$ cat src/rtl/band_gain_seq.sv
// Five-band slider gain stage: one shared signed multiplier is stepped over LP,B1,B2,B3,HP,
// and all five saturated results are published together with a single-cycle valid strobe.
module band_gain_seq #(
   parameter int GAIN_W = 12,
   parameter int SHIFT  = 10
) (
   input  logic                     clk,
   input  logic                     rst_n,
   input  logic                     vld_in,
   input  logic signed [15:0]       smp_LP,
   input  logic signed [15:0]       smp_B1,
   input  logic signed [15:0]       smp_B2,
   input  logic signed [15:0]       smp_B3,
   input  logic signed [15:0]       smp_HP,
   input  logic [GAIN_W-1:0]        gain_LP,
   input  logic [GAIN_W-1:0]        gain_B1,
   input  logic [GAIN_W-1:0]        gain_B2,
   input  logic [GAIN_W-1:0]        gain_B3,
   input  logic [GAIN_W-1:0]        gain_HP,
   output logic signed [15:0]       out_LP,
   output logic signed [15:0]       out_B1,
   output logic signed [15:0]       out_B2,
   output logic signed [15:0]       out_B3,
   output logic signed [15:0]       out_HP,
   output logic                     out_vld,
   output logic                     busy,
   output logic                     ovr
);

   localparam int PW = GAIN_W + 17;
   localparam logic signed [PW-1:0] MAX_V = PW'(32767);
   localparam logic signed [PW-1:0] MIN_V = PW'(-32768);

   typedef enum logic [1:0] {IDLE, MUL, XFER} state_t;

   state_t                   state_reg, state_next;
   logic [2:0]               idx_reg;
   logic signed [15:0]       smp_in   [0:4];
   logic [GAIN_W-1:0]        gain_in  [0:4];
   logic signed [15:0]       smp_reg  [0:4];
   logic [GAIN_W-1:0]        gain_reg [0:4];
   logic signed [15:0]       shadow_reg [0:4];
   logic signed [15:0]       out_reg  [0:4];
   logic                     out_vld_reg;
   logic                     ovr_reg;

   logic signed [PW-1:0]     prod;
   logic signed [PW-1:0]     shifted;
   logic signed [15:0]       sat;

   assign smp_in[0]  = smp_LP;
   assign smp_in[1]  = smp_B1;
   assign smp_in[2]  = smp_B2;
   assign smp_in[3]  = smp_B3;
   assign smp_in[4]  = smp_HP;
   assign gain_in[0] = gain_LP;
   assign gain_in[1] = gain_B1;
   assign gain_in[2] = gain_B2;
   assign gain_in[3] = gain_B3;
   assign gain_in[4] = gain_HP;

   // Gain is zero-extended so the multiply stays signed; floor shift, then clamp (never wrap).
   always_comb begin
      prod    = PW'(smp_reg[idx_reg]) * PW'(signed'({1'b0, gain_reg[idx_reg]}));
      shifted = prod >>> SHIFT;
      if (shifted > MAX_V)
         sat = 16'sh7FFF;
      else if (shifted < MIN_V)
         sat = 16'sh8000;
      else
         sat = shifted[15:0];
   end

   always_comb begin
      state_next = state_reg;
      case (state_reg)
         IDLE:    if (vld_in) state_next = MUL;
         MUL:     if (idx_reg == 3'd4) state_next = XFER;
         XFER:    state_next = IDLE;
         default: state_next = IDLE;
      endcase
   end

   always_ff @(posedge clk or negedge rst_n) begin
      if (!rst_n)
         state_reg <= IDLE;
      else
         state_reg <= state_next;
   end

   always_ff @(posedge clk or negedge rst_n) begin
      if (!rst_n) begin
         idx_reg     <= 3'd0;
         out_vld_reg <= 1'b0;
         ovr_reg     <= 1'b0;
         for (int i = 0; i < 5; i++) begin
            smp_reg[i]    <= '0;
            gain_reg[i]   <= '0;
            shadow_reg[i] <= '0;
            out_reg[i]    <= '0;
         end
      end else begin
         out_vld_reg <= 1'b0;
         case (state_reg)
            IDLE: begin
               if (vld_in) begin
                  idx_reg <= 3'd0;
                  for (int i = 0; i < 5; i++) begin
                     smp_reg[i]  <= smp_in[i];
                     gain_reg[i] <= gain_in[i];
                  end
               end
            end
            MUL: begin
               shadow_reg[idx_reg] <= sat;
               idx_reg             <= idx_reg + 3'd1;
            end
            XFER: begin
               out_vld_reg <= 1'b1;
               for (int i = 0; i < 5; i++)
                  out_reg[i] <= shadow_reg[i];
            end
            default: ;
         endcase
         // Anything arriving outside IDLE, including the publish edge, is lost.
         if (vld_in && state_reg != IDLE)
            ovr_reg <= 1'b1;
      end
   end

   assign out_LP  = out_reg[0];
   assign out_B1  = out_reg[1];
   assign out_B2  = out_reg[2];
   assign out_B3  = out_reg[3];
   assign out_HP  = out_reg[4];
   assign out_vld = out_vld_reg;
   assign busy    = (state_reg != IDLE);
   assign ovr     = ovr_reg;

endmodule

$ cat config.mk
export PLATFORM = sky130hd
export DESIGN_NAME = band_gain_seq
export DESIGN_NICKNAME = d
export VERILOG_FILES = /design/src/rtl/band_gain_seq.sv
export SDC_FILE = /design/constraint.sdc
export NUM_CORES = 1
export LEC_CHECK = 0
export BUFFER_PORTS_ARGS = -buffer_cell sky130_fd_sc_hd__clkbuf_2
export CORE_MARGIN = 1
export CORE_UTILIZATION = 65
export CTS_CLUSTER_SIZE = 28
export DETAILED_ROUTE_END_ITERATION = 16
export PLACE_DENSITY = 0.84
export SLEW_MARGIN = 20
export SYNTH_ARGS = -nofsm -noshare
export SYNTH_HDL_FRONTEND = slang
export SYNTH_SLANG_ARGS = --single-unit
$ cat constraint.sdc
create_clock -name clk -period 11.1 [get_ports clk]
set_input_delay 1.665 -clock clk [delete_from_list [all_inputs] [get_ports clk]]
set_output_delay 1.665 -clock clk [all_outputs]
set_load 0.005 [all_outputs]
==> parameters.txt, run 1 <==
Parameter                              Value

Status
  Run status ... finished, final reports clean

Synth
  Area of the mapped netlist ... 0.0202 sq mm
  Leading register cell type out of synthesis ... sky130_fd_sc_hd__dfrtp_1
  Cell with the most instances after synthesis ... sky130_fd_sc_hd__nand2_1
  Post-synth top area share ... between 30% and 40%
  Synthesized net count ... 2713
  Commonest cells in the synthesized netlist ... sky130_fd_sc_hd__nand2_1, sky130_fd_sc_hd__dfrtp_1, sky130_fd_sc_hd__inv_1
  EDFF count, synth ... 0
  Proportion of register bits with asynchronous set or reset after synthesis ... 100%
  Number of distinct library cells after synthesis ... 59
  Yosys warning count ... 0
  Number of synthesized register bits ... roughly 310
  Top post-synthesis cells by area ... sky130_fd_sc_hd__dfrtp_1, sky130_fd_sc_hd__fa_1, sky130_fd_sc_hd__nand2_1
  Sequential element share of the synthesized area ... a little under two fifths
  Number of instances in the synthesized netlist ... around 2300
  Mean area per synthesized cell ... slightly below 9 sq um
  Cell accounting for the most synthesized area ... sky130_fd_sc_hd__dfrtp_1

STA
  Final clock period utilization by the worst path ... between 80% and 90%
  Slew at the pin closest to its max-slew limit ... 1.01 ns
  Slew HR ... 32.9%
  Final setup skew ... roughly 0.020 ns
  Fmax ... roughly 110 MHz
  Count of final max-slew check failures ... 0
  Setup_tns ... 0 ns
  RSZ-0062 raised after global routing ... no
  Final Hold Vio Count ... 0
  Setup-failing EPs final ... 0
  Time the final worst path needs with I/O delays and setup ... roughly 9.4 ns

Setup path
  CP endpoint kind ... flop
  Slack of the worst reg-to-reg path ... around 1.7 ns
  Critical path required time ... about 12 ns
  Crit path kind ... reg -> reg
  Critical path arrival ... ~9.9 ns
  Critical Path Start Type ... flop
  Maximum fanout along the worst path ... 34

Clocking
  Post-CTS clock slew at the launch and capture registers of the worst setup and hold paths ... ~0.06 ns
  Number of clock buffers inserted by TritonCTS ... 31
  Latest clock arrival within the worst-skew pair ... about 0.57 ns
  Number of H-tree branching levels ... 1
  Library cell used as clock root buffer ... sky130_fd_sc_hd__clkbuf_16
  Maximum root-to-sink buffer count ... 3
  CTS hold repair buffers ... 0
  Clock sink count ... ~310
  CTS tree ... yes
  Number of buffers inserted by post-CTS setup repair ... 0
  Number of instances resized during post-cts repair ... 0

Floorplan
  Floorplan die area ... approximately 0.032 sq mm
  Core footprint ... a little over 0.03 sq mm
  Y dimension of the die ... ~180 um
  Initial Utilization ... between 60% and 70%
  Horizontal die dimension ... roughly 180 um
  Ports placed on the boundary ... ~230
  Rows ... 64

Place
  HPWL after DPL ... about 38000 um
  I/O Buffers ... 225
  Final weighted congestion in routability-driven placement ... ~0.96

Cells and area
  Layout cells sized above 1 ... between 10 and 15%
  Number of inserted diodes ... 0
  NumNets Final ... roughly 2900
  Area added between synthesis and finish ... 11.6%

GRT
  GRT Util Overall ... roughly a third
  GRT overflow ... 0
  Largest net degree at the start of global routing ... approximately 180
  Antenna violations before repair ... 0
  Wire length of the first global-routing pass ... roughly 83000 um
  Via count of the first global-routing pass ... approximately 17000

Hold path
  Worst hold-check path type ... reg -> reg

Job
  Number of violations of the max-capacitance limit ... 0

Drt
  Vias after detailed routing ... between 15000 and 20000
  Ratio of routed vias to standard cells ... 5.73
  Antenna-violating nets left ... 0
  Detailed-route DRC error count ... 0
  Violation count after the first detailed-route iteration ... around 1700
  Final wirelength ... ~51000 um
  Wire length per cell after detailed routing ... between 15 and 20 um
  First-pass iteration count of the detailed router ... 6
[cells by family after synthesis]
family	Yosys count	share of synthesized area, %
AOI/OAI and AO/OA	260	8.29
xor gates and xnor gates	22	0.991
adders and majority gates	242	21.6
buffers and inverters	371	7.26
DFF	307	38.0
muxes	61	3.06
and+or+nand+nor	1065	20.8
[placed cells by master, fill, tap and decap left out, types with 3 or more instances in the layout]
| cell type | netlist | layout |
|---|---|---|
| sky130_fd_sc_hd__nand2_1 | 784 | 783 |
| sky130_fd_sc_hd__dfrtp_1 | 307 | 305 |
| sky130_fd_sc_hd__inv_1 | 249 | 249 |
| sky130_fd_sc_hd__clkbuf_2 | 0 | 224 |
| sky130_fd_sc_hd__nor2_1 | 193 | 193 |
| sky130_fd_sc_hd__fa_1 | 177 | 177 |
| sky130_fd_sc_hd__a31oi_1 | 78 | 78 |
| sky130_fd_sc_hd__ha_1 | 65 | 65 |
| sky130_fd_sc_hd__a21oi_1 | 59 | 59 |
| sky130_fd_sc_hd__mux2i_1 | 55 | 55 |
| sky130_fd_sc_hd__clkbuf_16 | 0 | 31 |
| sky130_fd_sc_hd__o21ai_0 | 31 | 30 |
| sky130_fd_sc_hd__buf_4 | 0 | 24 |
| sky130_fd_sc_hd__o22ai_1 | 22 | 22 |
| sky130_fd_sc_hd__nor2b_1 | 15 | 15 |
| sky130_fd_sc_hd__xnor2_1 | 15 | 15 |
| sky130_fd_sc_hd__o22a_1 | 14 | 14 |
| sky130_fd_sc_hd__nand4_1 | 12 | 12 |
| sky130_fd_sc_hd__nand3_1 | 12 | 12 |
| sky130_fd_sc_hd__and2_1 | 12 | 11 |
| sky130_fd_sc_hd__a21o_1 | 9 | 9 |
| sky130_fd_sc_hd__clkbuf_8 | 0 | 9 |
| sky130_fd_sc_hd__nand2b_1 | 9 | 7 |
| sky130_fd_sc_hd__o21a_1 | 7 | 7 |
| sky130_fd_sc_hd__nor3_1 | 11 | 7 |
| sky130_fd_sc_hd__mux2_2 | 6 | 6 |
| sky130_fd_sc_hd__o211ai_1 | 6 | 6 |
| sky130_fd_sc_hd__xor2_1 | 6 | 6 |
| sky130_fd_sc_hd__a211o_1 | 5 | 5 |
| sky130_fd_sc_hd__o31ai_1 | 5 | 5 |
| sky130_fd_sc_hd__or2_2 | 4 | 4 |
| sky130_fd_sc_hd__a211oi_1 | 4 | 4 |
| sky130_fd_sc_hd__nor3_2 | 0 | 4 |
| sky130_fd_sc_hd__clkbuf_1 | 98 | 4 |
| sky130_fd_sc_hd__and3_1 | 4 | 3 |
| sky130_fd_sc_hd__o21bai_1 | 3 | 3 |
| sky130_fd_sc_hd__clkinv_2 | 0 | 3 |
[metal layers]
layer	GRT usage (%)	wire length, um
met5	0	0
met4	12.9	2160
met3	5.58	3710
met2	56.5	24800
met1	43.5	20700
[per-stage QoR]
step                      area, sq um  utilization (%)  cells  hold slack (ns)  setup WS (ns)
after global routing            22500             73.7   2904            0.479           1.22
after global placement          21500             70.4   2854            0.440           1.98
after detailed placement        21500             70.4   2854            0.447           1.85
after CTS                       22500             73.7   2904            0.462           1.78
after floorplan                 20200                -   2328            0.435           3.54
final                           22500             73.7   2904            0.458           1.71
[final cells by class]
type,instances,area (sq um)
flip-flops and latches,307,7680
clock buffers,44,915
well taps,396,495
inverters,251,942
repair buffers,250,1340
fillers,2225,8050
multi-input cells,1650,11100
clock inverters,6,76.3
[worst max-delay path, cell delays in order, from the launching register on]
cell and delay (ns):
sky130_fd_sc_hd__dfrtp_2 0.82, sky130_fd_sc_hd__inv_1 0.32, sky130_fd_sc_hd__nor2_1 0.64, sky130_fd_sc_hd__a21oi_1 0.26
sky130_fd_sc_hd__o22ai_1 0.64, sky130_fd_sc_hd__o21ai_0 0.39, sky130_fd_sc_hd__fa_1 0.61, sky130_fd_sc_hd__fa_1 0.67
sky130_fd_sc_hd__inv_1 0.22, sky130_fd_sc_hd__fa_1 0.53, sky130_fd_sc_hd__fa_1 0.54, sky130_fd_sc_hd__inv_1 0.05
sky130_fd_sc_hd__fa_1 0.48, sky130_fd_sc_hd__inv_1 0.04, sky130_fd_sc_hd__ha_1 0.38, sky130_fd_sc_hd__nand2_1 0.16
sky130_fd_sc_hd__nor3_1 0.28, sky130_fd_sc_hd__nand3_1 0.18, sky130_fd_sc_hd__nor4_1 0.37, sky130_fd_sc_hd__a211oi_1 0.17
sky130_fd_sc_hd__xnor2_2 0.44, sky130_fd_sc_hd__a41o_1 0.45, sky130_fd_sc_hd__nand2_1 0.32, sky130_fd_sc_hd__a31oi_1 0.30
[path summary, 6_finish.rpt]
kind                                         from                         end  cells after the start
max in group asynchronous                   rst_n     smp_reg[26]$_DFFE_PN0P_                      2
setup reg to reg           idx_reg[0]$_DFFE_PN0P_  shadow_reg[11]$_DFFE_PN0P_                     23
hold reg to reg                   ovr$_DFFE_PN0P_             ovr$_DFFE_PN0P_                      1
min in group asynchronous                   rst_n       out_B1[8]$_DFFE_PN0P_                      1
hold / removal                    ovr$_DFFE_PN0P_             ovr$_DFFE_PN0P_                      1
setup / recovery           idx_reg[0]$_DFFE_PN0P_  shadow_reg[11]$_DFFE_PN0P_                     23
Power of run 1 is left out: the tool's default activity adds up to more than one toggle a clock period on the data nets, which glitch-free logic cannot reach.
==> run 2: changes to the inputs <==
--- a/config.mk
+++ b/config.mk
@@ -7,10 +7,10 @@
 export LEC_CHECK = 0
 export BUFFER_PORTS_ARGS = -buffer_cell sky130_fd_sc_hd__clkbuf_2
 export CORE_MARGIN = 1
-export CORE_UTILIZATION = 65
+export CORE_UTILIZATION = 54
 export CTS_CLUSTER_SIZE = 28
 export DETAILED_ROUTE_END_ITERATION = 16
-export PLACE_DENSITY = 0.84
+export PLACE_DENSITY = 0.74
 export SLEW_MARGIN = 20
 export SYNTH_ARGS = -nofsm -noshare
 export SYNTH_HDL_FRONTEND = slang
==> constraint.sdc (replaced) <==
create_clock -name clk -period 7.6 [get_ports clk]
set_input_delay 1.14 -clock clk [delete_from_list [all_inputs] [get_ports clk]]
set_output_delay 1.14 -clock clk [all_outputs]
set_load 0.005 [all_outputs]
==> run 2 against run 1 <==
Cell count increased by 4.2%. Fmax increased by 30%. Sequential cell count unchanged. Sequential share of layout area decreased by 0.96 points. Non-clock buffer count increased by 43. Core utilization decreased by 10 points. Global-route usage decreased by 4.5 points. Largest cell class unchanged.
==> parameters.txt, run 2 (same netlist as run 1, synthesis figures left out) <==
Parameter                              Value

Status
  Run status ... finished, final reports clean

STA
  Setup-failing EPs final ... 0 (unchanged)
  Final clock period utilization by the worst path ... 95.4% (+11 points)
  Time the final worst path needs with I/O delays and setup ... 7.25 ns (-2.14 ns)
  Setup_tns ... 0 ns (unchanged)
  Count of final max-slew check failures ... 0 (unchanged)
  Final setup skew ... 0.0117 ns (-0.00854 ns)
  Final Hold Vio Count ... 0 (unchanged)
  Slew at the pin closest to its max-slew limit ... 0.953 ns (-0.0535 ns)
  Slew HR ... 36.5% (+3.6 points)
  Fmax ... 138 MHz (+30%)
  RSZ-0062 raised after global routing ... no

Setup path
  Reg-to-reg critical path startpoint ... idx_reg[2]$_DFFE_PN0P_
  Crit path kind ... reg -> reg
  Slowest stage cell, crit path ... sky130_fd_sc_hd__or4_1
  CP bufs+invs ... 7 (+3)
  Worst Reg2Reg Path Length in Cells ... 26 (+13%)
  Critical Path Start Type ... flop
  Crit path top cell by count ... sky130_fd_sc_hd__fa_1
  Critical path arrival ... 7.69 ns (-2.18 ns)
  RR Endpoint ... shadow_reg[76]$_DFFE_PN0P_
  Kind of cell adding the most delay to the critical path ... adder cells
  CP endpoint kind ... flop
  Slowest stage delay, CP ... 0.56 ns (-0.26 ns)
  Maximum fanout along the worst path ... 60 (+76%)
  Slack of the worst reg-to-reg path ... 0.35 ns (-1.36 ns)
  Critical path required time ... 8.04 ns (-3.53 ns)

Floorplan
  Initial Utilization ... 55.1% (-11 points)
  Ports placed on the boundary ... 226 (unchanged)
  Y dimension of the die ... 195 um (+9.6%)
  Core footprint ... 0.0367 sq mm (+20%)
  Rows ... 70 (+9.4%)
  Horizontal die dimension ... 195 um (+9.6%)
  Floorplan die area ... 0.0382 sq mm (+20%)

Clocking
  Number of H-tree branching levels ... 1 (unchanged)
  Latest clock arrival within the worst-skew pair ... 0.58 ns (about the same)
  Number of clock buffers inserted by TritonCTS ... 31 (unchanged)
  Post-CTS clock slew at the launch and capture registers of the worst setup and hold paths ... 0.07 ns (about the same)
  Number of buffers inserted by post-CTS setup repair ... 0 (unchanged)
  Library cell used as clock root buffer ... sky130_fd_sc_hd__clkbuf_16
  Maximum root-to-sink buffer count ... 3 (unchanged)
  Number of instances resized during post-cts repair ... 0 (unchanged)
  CTS hold repair buffers ... 0 (unchanged)
  CTS tree ... yes
  Clock sink count ... 307 (unchanged)

Place
  Final weighted congestion in routability-driven placement ... 0.972 (+1.7%)
  I/O Buffers ... 225 (unchanged)
  HPWL after DPL ... 41300 um (+8.5%)

Cells and area
  Number of fill cells ... 3095 (+39%)
  Highest-count cells in the layout ignoring fill and taps ... sky130_fd_sc_hd__nand2_1, sky130_fd_sc_hd__dfrtp_1, sky130_fd_sc_hd__inv_1
  Commonest non-fill, non-tap cell in the layout ... sky130_fd_sc_hd__nand2_1
  NumNets Final ... 2919 (+1.5%)
  Footprint of the multi-input gates ... 0.0112 sq mm (+0.62%)
  Storage cell area ... 0.00768 sq mm (unchanged)
  Layout cells sized above 1 ... 15.3% (+2.4 points)
  Area added between synthesis and finish ... 14.8%
  Number of inserted diodes ... 0 (unchanged)

Drt
  Violation count after the first detailed-route iteration ... 1124 (-33%)
  Antenna-violating nets left ... 0 (unchanged)
  Wire length per cell after detailed routing ... 17.7 um (about the same)
  First-pass iteration count of the detailed router ... 5 (-1)
  Final wirelength ... 53600 um (+4.2%)
  Detailed-route DRC error count ... 0 (unchanged)
  Ratio of routed vias to standard cells ... 5.44 (-5.1%)
  Vias after detailed routing ... 16500 (-1.1%)

GRT
  Antenna violations before repair ... 0 (unchanged)
  Largest net degree at the start of global routing ... 166 (-6.2%)
  Wire length of the first global-routing pass ... 87900 um (+5.4%)
  GRT overflow ... 0 (unchanged)
  Via count of the first global-routing pass ... 16900 (+0.79%)
  GRT Util Overall ... 29.0% (-4.5 points)

Job
  Number of violations of the max-capacitance limit ... 0 (unchanged)

Hold path
  Worst hold-check path type ... in -> async
-- run 2: changes by cell type in the layout (fill, tap and decap cells not counted), sizes merged --
cell / delta
bufinv: +1
clkbuf: +1
clkinv: +5
buf: +43
clkinvlp: +1
-- run 2: area by class of cell --
type	instances	area share (%)
multi-input combinational	1650	48.1
tap	468	2.53
clock buffer	45	3.96
clock inverter	13	0.615
sequential	307	33.1
inverter	251	4.06
timing repair buffer	293	7.58
-- run 2: worst max-delay path by stage --
stage | startpoint | end | slack, ns | cells after the start
3_5_place_dp | idx_reg[0]$_DFFE_PN0P_ | shadow_reg[13]$_DFFE_PN0P_ | 0.03 | 25
5_1_grt | idx_reg[1]$_DFFE_PN0P_ | shadow_reg[42]$_DFFE_PN0P_ | 0.05 | 24
6_report | idx_reg[2]$_DFFE_PN0P_ | shadow_reg[76]$_DFFE_PN0P_ | 0.35 | 26
2_1_floorplan | idx_reg[2]$_DFFE_PN0P_ | shadow_reg[64]$_DFFE_PN0P_ | 0.04 | 30
3_3_place_gp | idx_reg[2]$_DFFE_PN0P_ | shadow_reg[61]$_DFFE_PN0P_ | 0.21 | 27
4_1_cts | idx_reg[0]$_DFFE_PN0P_ | shadow_reg[13]$_DFFE_PN0P_ | 0.006 | 25
-- run 2: through the flow --
step	instance area (sq um)	util [%]	hold WS (ns)	cells	setup slack [ns]
2_1_floorplan	20200	-	0.435	2328	0.0418
3_5_place_dp	22000	60.0	0.453	2968	0.0319
6_report	23200	63.2	0.423	3027	0.348
3_3_place_gp	22000	60.0	0.437	2968	0.208
5_1_grt	23200	63.2	0.423	3027	0.0504
4_1_cts	23100	62.9	0.469	3026	0.00641
-- run 2: routing by layer --
metal  share of wire (%)  track usage, %  vias to the layer above
li1                    -               -                     7739
met1                  43            38.6                     8029
met2                  48            48.7                      574
met3                 5.3            3.37                      121
met4                 3.9            11.1                        0
met5                   0               0                        -
-- run 2: worst register-to-register path, delay by kind of cell, from the launching register on --
kind                     cells  cell delay (ns)
adder cells (fa/ha/maj)      6             2.87
AO/OA/AOI/OAI                9             1.83
buffers and inverters        7             0.87
AND/OR/NAND/NOR              3             0.81
flip-flops                   1             0.43
multiplexers                 1             0.30
Power of run 2 is left out for the same reason.
==> run 3: changes to the inputs <==
--- a/config.mk
+++ b/config.mk
@@ -5,6 +5,7 @@
 export SDC_FILE = /design/constraint.sdc
 export NUM_CORES = 1
 export LEC_CHECK = 0
+export ABC_AREA = 1
 export BUFFER_PORTS_ARGS = -buffer_cell sky130_fd_sc_hd__clkbuf_2
 export CORE_MARGIN = 1
 export CORE_UTILIZATION = 54
==> run 3 against run 2 <==
Fmax grew 1.4%. Clock skew shrank 0.0018 ns. Setup slack gained 0.098 ns. Critical endpoint is now shadow_reg[1]$_DFFE_PN0P_.
==> parameters.txt, run 3 <==
Parameter                              Value

Synth
  Commonest cells in the synthesized netlist ... sky130_fd_sc_hd__nand2_1, sky130_fd_sc_hd__inv_1, sky130_fd_sc_hd__dfrtp_1
  Proportion of register bits with asynchronous set or reset after synthesis ... 100% (unchanged)
  EDFF count, synth ... 0 (unchanged)
  Sequential element share of the synthesized area ... 37.9% (-0.089 points)
  Yosys warning count ... 0 (unchanged)
  Synthesized net count ... 2667 (-1.7%)
  Cell with the most instances after synthesis ... sky130_fd_sc_hd__nand2_1
  Number of synthesized register bits ... 307 (unchanged)
  Leading register cell type out of synthesis ... sky130_fd_sc_hd__dfrtp_1
  Number of instances in the synthesized netlist ... 2282 (-2.0%)
  Top post-synthesis cells by area ... sky130_fd_sc_hd__dfrtp_1, sky130_fd_sc_hd__fa_1, sky130_fd_sc_hd__nand2_1
  Post-synth top area share ... 37.9% (-0.089 points)
  Number of distinct library cells after synthesis ... 38 (-36%)
  Cell accounting for the most synthesized area ... sky130_fd_sc_hd__dfrtp_1
  Area of the mapped netlist ... 0.0203 sq mm (+0.24%)
  Mean area per synthesized cell ... 8.87 sq um (+2.3%)

Cells and area
  Storage cell area ... 0.00768 sq mm (about the same)
  Layout cells sized above 1 ... 20.1% (+4.8 points)
  Area added between synthesis and finish ... 13.5%
  Post-Layout Cell Count ... 2974 (-1.8%)
  Number of inserted diodes ... 0 (unchanged)
  Commonest non-fill, non-tap cell in the layout ... sky130_fd_sc_hd__nand2_1
  Number of fill cells ... 3112 (+0.55%)
  NumNets Final ... 2871 (-1.6%)
  Highest-count cells in the layout ignoring fill and taps ... sky130_fd_sc_hd__nand2_1, sky130_fd_sc_hd__inv_1, sky130_fd_sc_hd__dfrtp_1
  Footprint of the multi-input gates ... 0.0108 sq mm (-3.4%)

Floorplan
  Horizontal die dimension ... 196 um (+0.12%)
  Ports placed on the boundary ... 226 (unchanged)
  Initial Utilization ... 55.1% (about the same)
  Y dimension of the die ... 196 um (+0.12%)
  Core footprint ... 0.0368 sq mm (+0.24%)
  Rows ... 70 (unchanged)
  Floorplan die area ... 0.0383 sq mm (+0.23%)

GRT
  Via count of the first global-routing pass ... 15700 (-7.0%)
  GRT Util Overall ... 25.6% (-3.4 points)
  Antenna violations before repair ... 0 (unchanged)
  GR Layer Usage met1 ... 34.6% (-4.0 points)
  Largest net degree at the start of global routing ... 165 (-0.60%)
  Global Route met3 Usage ... 4.33% (+0.96 points)
  Met2 Use GR ... 43.4% (-5.3 points)
  Top Usage Layer GRT ... met2
  GRT overflow ... 0 (unchanged)
  Wire length of the first global-routing pass ... 79100 um (-10%)

Place
  I/O Buffers ... 225 (unchanged)
  HPWL after DPL ... 36700 um (-11%)
  Final weighted congestion in routability-driven placement ... 0.912 (-6.2%)
  Cell count after placement ... 2920 (-1.6%)

Setup path
  Worst Reg2Reg Path Length in Cells ... 29 (+12%)
  RR Endpoint ... shadow_reg[1]$_DFFE_PN0P_
  Maximum fanout along the worst path ... 16 (-73%)
  Crit path top cell by count ... sky130_fd_sc_hd__fa_1
  Critical path arrival ... 7.61 ns (-0.08 ns)
  Critical path required time ... 8.05 ns (about the same)
  Slowest stage cell, crit path ... sky130_fd_sc_hd__fa_1
  Slack of the worst reg-to-reg path ... 0.45 ns (+0.10 ns)
  CP endpoint kind ... flop
  Reg-to-reg critical path startpoint ... idx_reg[2]$_DFFE_PN0P_
  Slowest stage delay, CP ... 0.56 ns (about the same)
  Crit path kind ... reg -> reg
  Critical Path Start Type ... flop

Job
  Number of violations of the max-capacitance limit ... 0 (unchanged)

STA
  RSZ-0062 raised after global routing ... no
  Final clock period utilization by the worst path ... 94.1% (-1.3 points)
  Setup-failing EPs final ... 0 (unchanged)
  Slew HR ... 29.2% (-7.3 points)
  Time the final worst path needs with I/O delays and setup ... 7.15 ns (-0.0981 ns)
  Count of final max-slew check failures ... 0 (unchanged)
  Final Hold Vio Count ... 0 (unchanged)
  Slew at the pin closest to its max-slew limit ... 1.06 ns (+0.110 ns)
  Final setup skew ... 0.00990 ns (-0.00180 ns)
  Fmax ... 140 MHz (+1.4%)
  Setup_tns ... 0 ns (unchanged)

Drt
  Violation count after the first detailed-route iteration ... 1007 (-10%)
  First-pass iteration count of the detailed router ... 5 (unchanged)
  Antenna-violating nets left ... 0 (unchanged)
  Wire length per cell after detailed routing ... 16.2 um (-8.3%)
  Ratio of routed vias to standard cells ... 5.19 (-4.5%)
  Detailed-route DRC error count ... 0 (unchanged)
  Final wirelength ... 48300 um (-9.9%)
  Vias after detailed routing ... 15400 (-6.2%)

Hold path
  Worst hold stages ... 1
  Min-Delay Endpoint ... ovr$_DFFE_PN0P_
  Hold path startpoint ... ovr$_DFFE_PN0P_
  Worst hold-check path type ... reg -> reg

Clocking
  CTS hold repair buffers ... 0 (unchanged)
  Latest clock arrival within the worst-skew pair ... 0.57 ns (about the same)
  Clock sink count ... 307 (unchanged)
  CTS tree ... yes
  Library cell used as clock root buffer ... sky130_fd_sc_hd__clkbuf_16
  Post-CTS clock slew at the launch and capture registers of the worst setup and hold paths ... 0.06 ns (about the same)
  Number of buffers inserted by post-CTS setup repair ... 0 (unchanged)
  Number of H-tree branching levels ... 1 (unchanged)
  Maximum root-to-sink buffer count ... 3 (unchanged)
  Number of clock buffers inserted by TritonCTS ... 30 (-3.2%)
  Number of instances resized during post-cts repair ... 0 (unchanged)

Status
  Run status ... finished, final reports clean
[run 3: layout make-up]
type | count | share of cell area (%)
clock buffers | 47 | 4.02
clock inverters | 5 | 0.174
inverters | 389 | 6.35
multi-input cells | 1491 | 46.9
flip-flops and latches | 307 | 33.4
well taps | 468 | 2.55
repair buffers | 267 | 6.56
[run 3: kinds of logic (layout without fill, tap and decap cells)]
| group | count (synthesis) | after routing | synth area share [%] |
|---|---|---|---|
| AOI/OAI and AO/OA | 155 | 155 | 4.52 |
| xor gates and xnor gates | 19 | 19 | 0.822 |
| adders and majority gates | 242 | 242 | 21.5 |
| muxes | 127 | 127 | 7.06 |
| DFF | 307 | 307 | 37.9 |
| buffers and inverters | 484 | 708 | 9.29 |
| and+or+nand+nor | 948 | 948 | 18.9 |
[run 3: worst max-delay path by stage]
stage                                       from                         end  slack, ns  depth (start not counted)
after global placement    idx_reg[2]$_DFFE_PN0P_   shadow_reg[1]$_DFFE_PN0P_       0.24                         27
after floorplan           idx_reg[0]$_DFFE_PN0P_  shadow_reg[10]$_DFFE_PN0P_       1.01                         30
after CTS                 idx_reg[2]$_DFFE_PN0P_   shadow_reg[3]$_DFFE_PN0P_       0.24                         27
after global routing      idx_reg[1]$_DFFE_PN0P_   shadow_reg[3]$_DFFE_PN0P_       0.08                         29
final                     idx_reg[2]$_DFFE_PN0P_   shadow_reg[1]$_DFFE_PN0P_       0.45                         29
after detailed placement  idx_reg[2]$_DFFE_PN0P_   shadow_reg[1]$_DFFE_PN0P_       0.24                         27
[run 3: layer usage]
layer	vias up	part of all wire [%]
li1	7290	-
met4	0	2.1
met2	522	49
met5	-	0
met3	81	6.2
met1	7547	43
[run 3: stage by stage]
step | utilization [%] | area, sq um | setup slack, ns | hold WS, ns
floorplan | - | 20300 | 1.01 | 0.449
global placement | 59.6 | 21900 | 0.243 | 0.437
detailed placement | 59.6 | 21900 | 0.237 | 0.444
CTS | 62.2 | 22900 | 0.236 | 0.457
global route | 62.5 | 23000 | 0.0754 | 0.476
finish | 62.5 | 23000 | 0.446 | 0.458
[run 3: worst max-delay path: cells and delay by family, from the launching register on]
kind / cells / cell delay [ns]
buffers and inverters: 8 / 1.05
DFF: 1 / 0.49
and+or+nand+nor: 10 / 1.58
AOI/OAI and AO/OA: 5 / 0.96
adders and majority gates: 6 / 2.90
Power of run 3 is left out for the same reason.
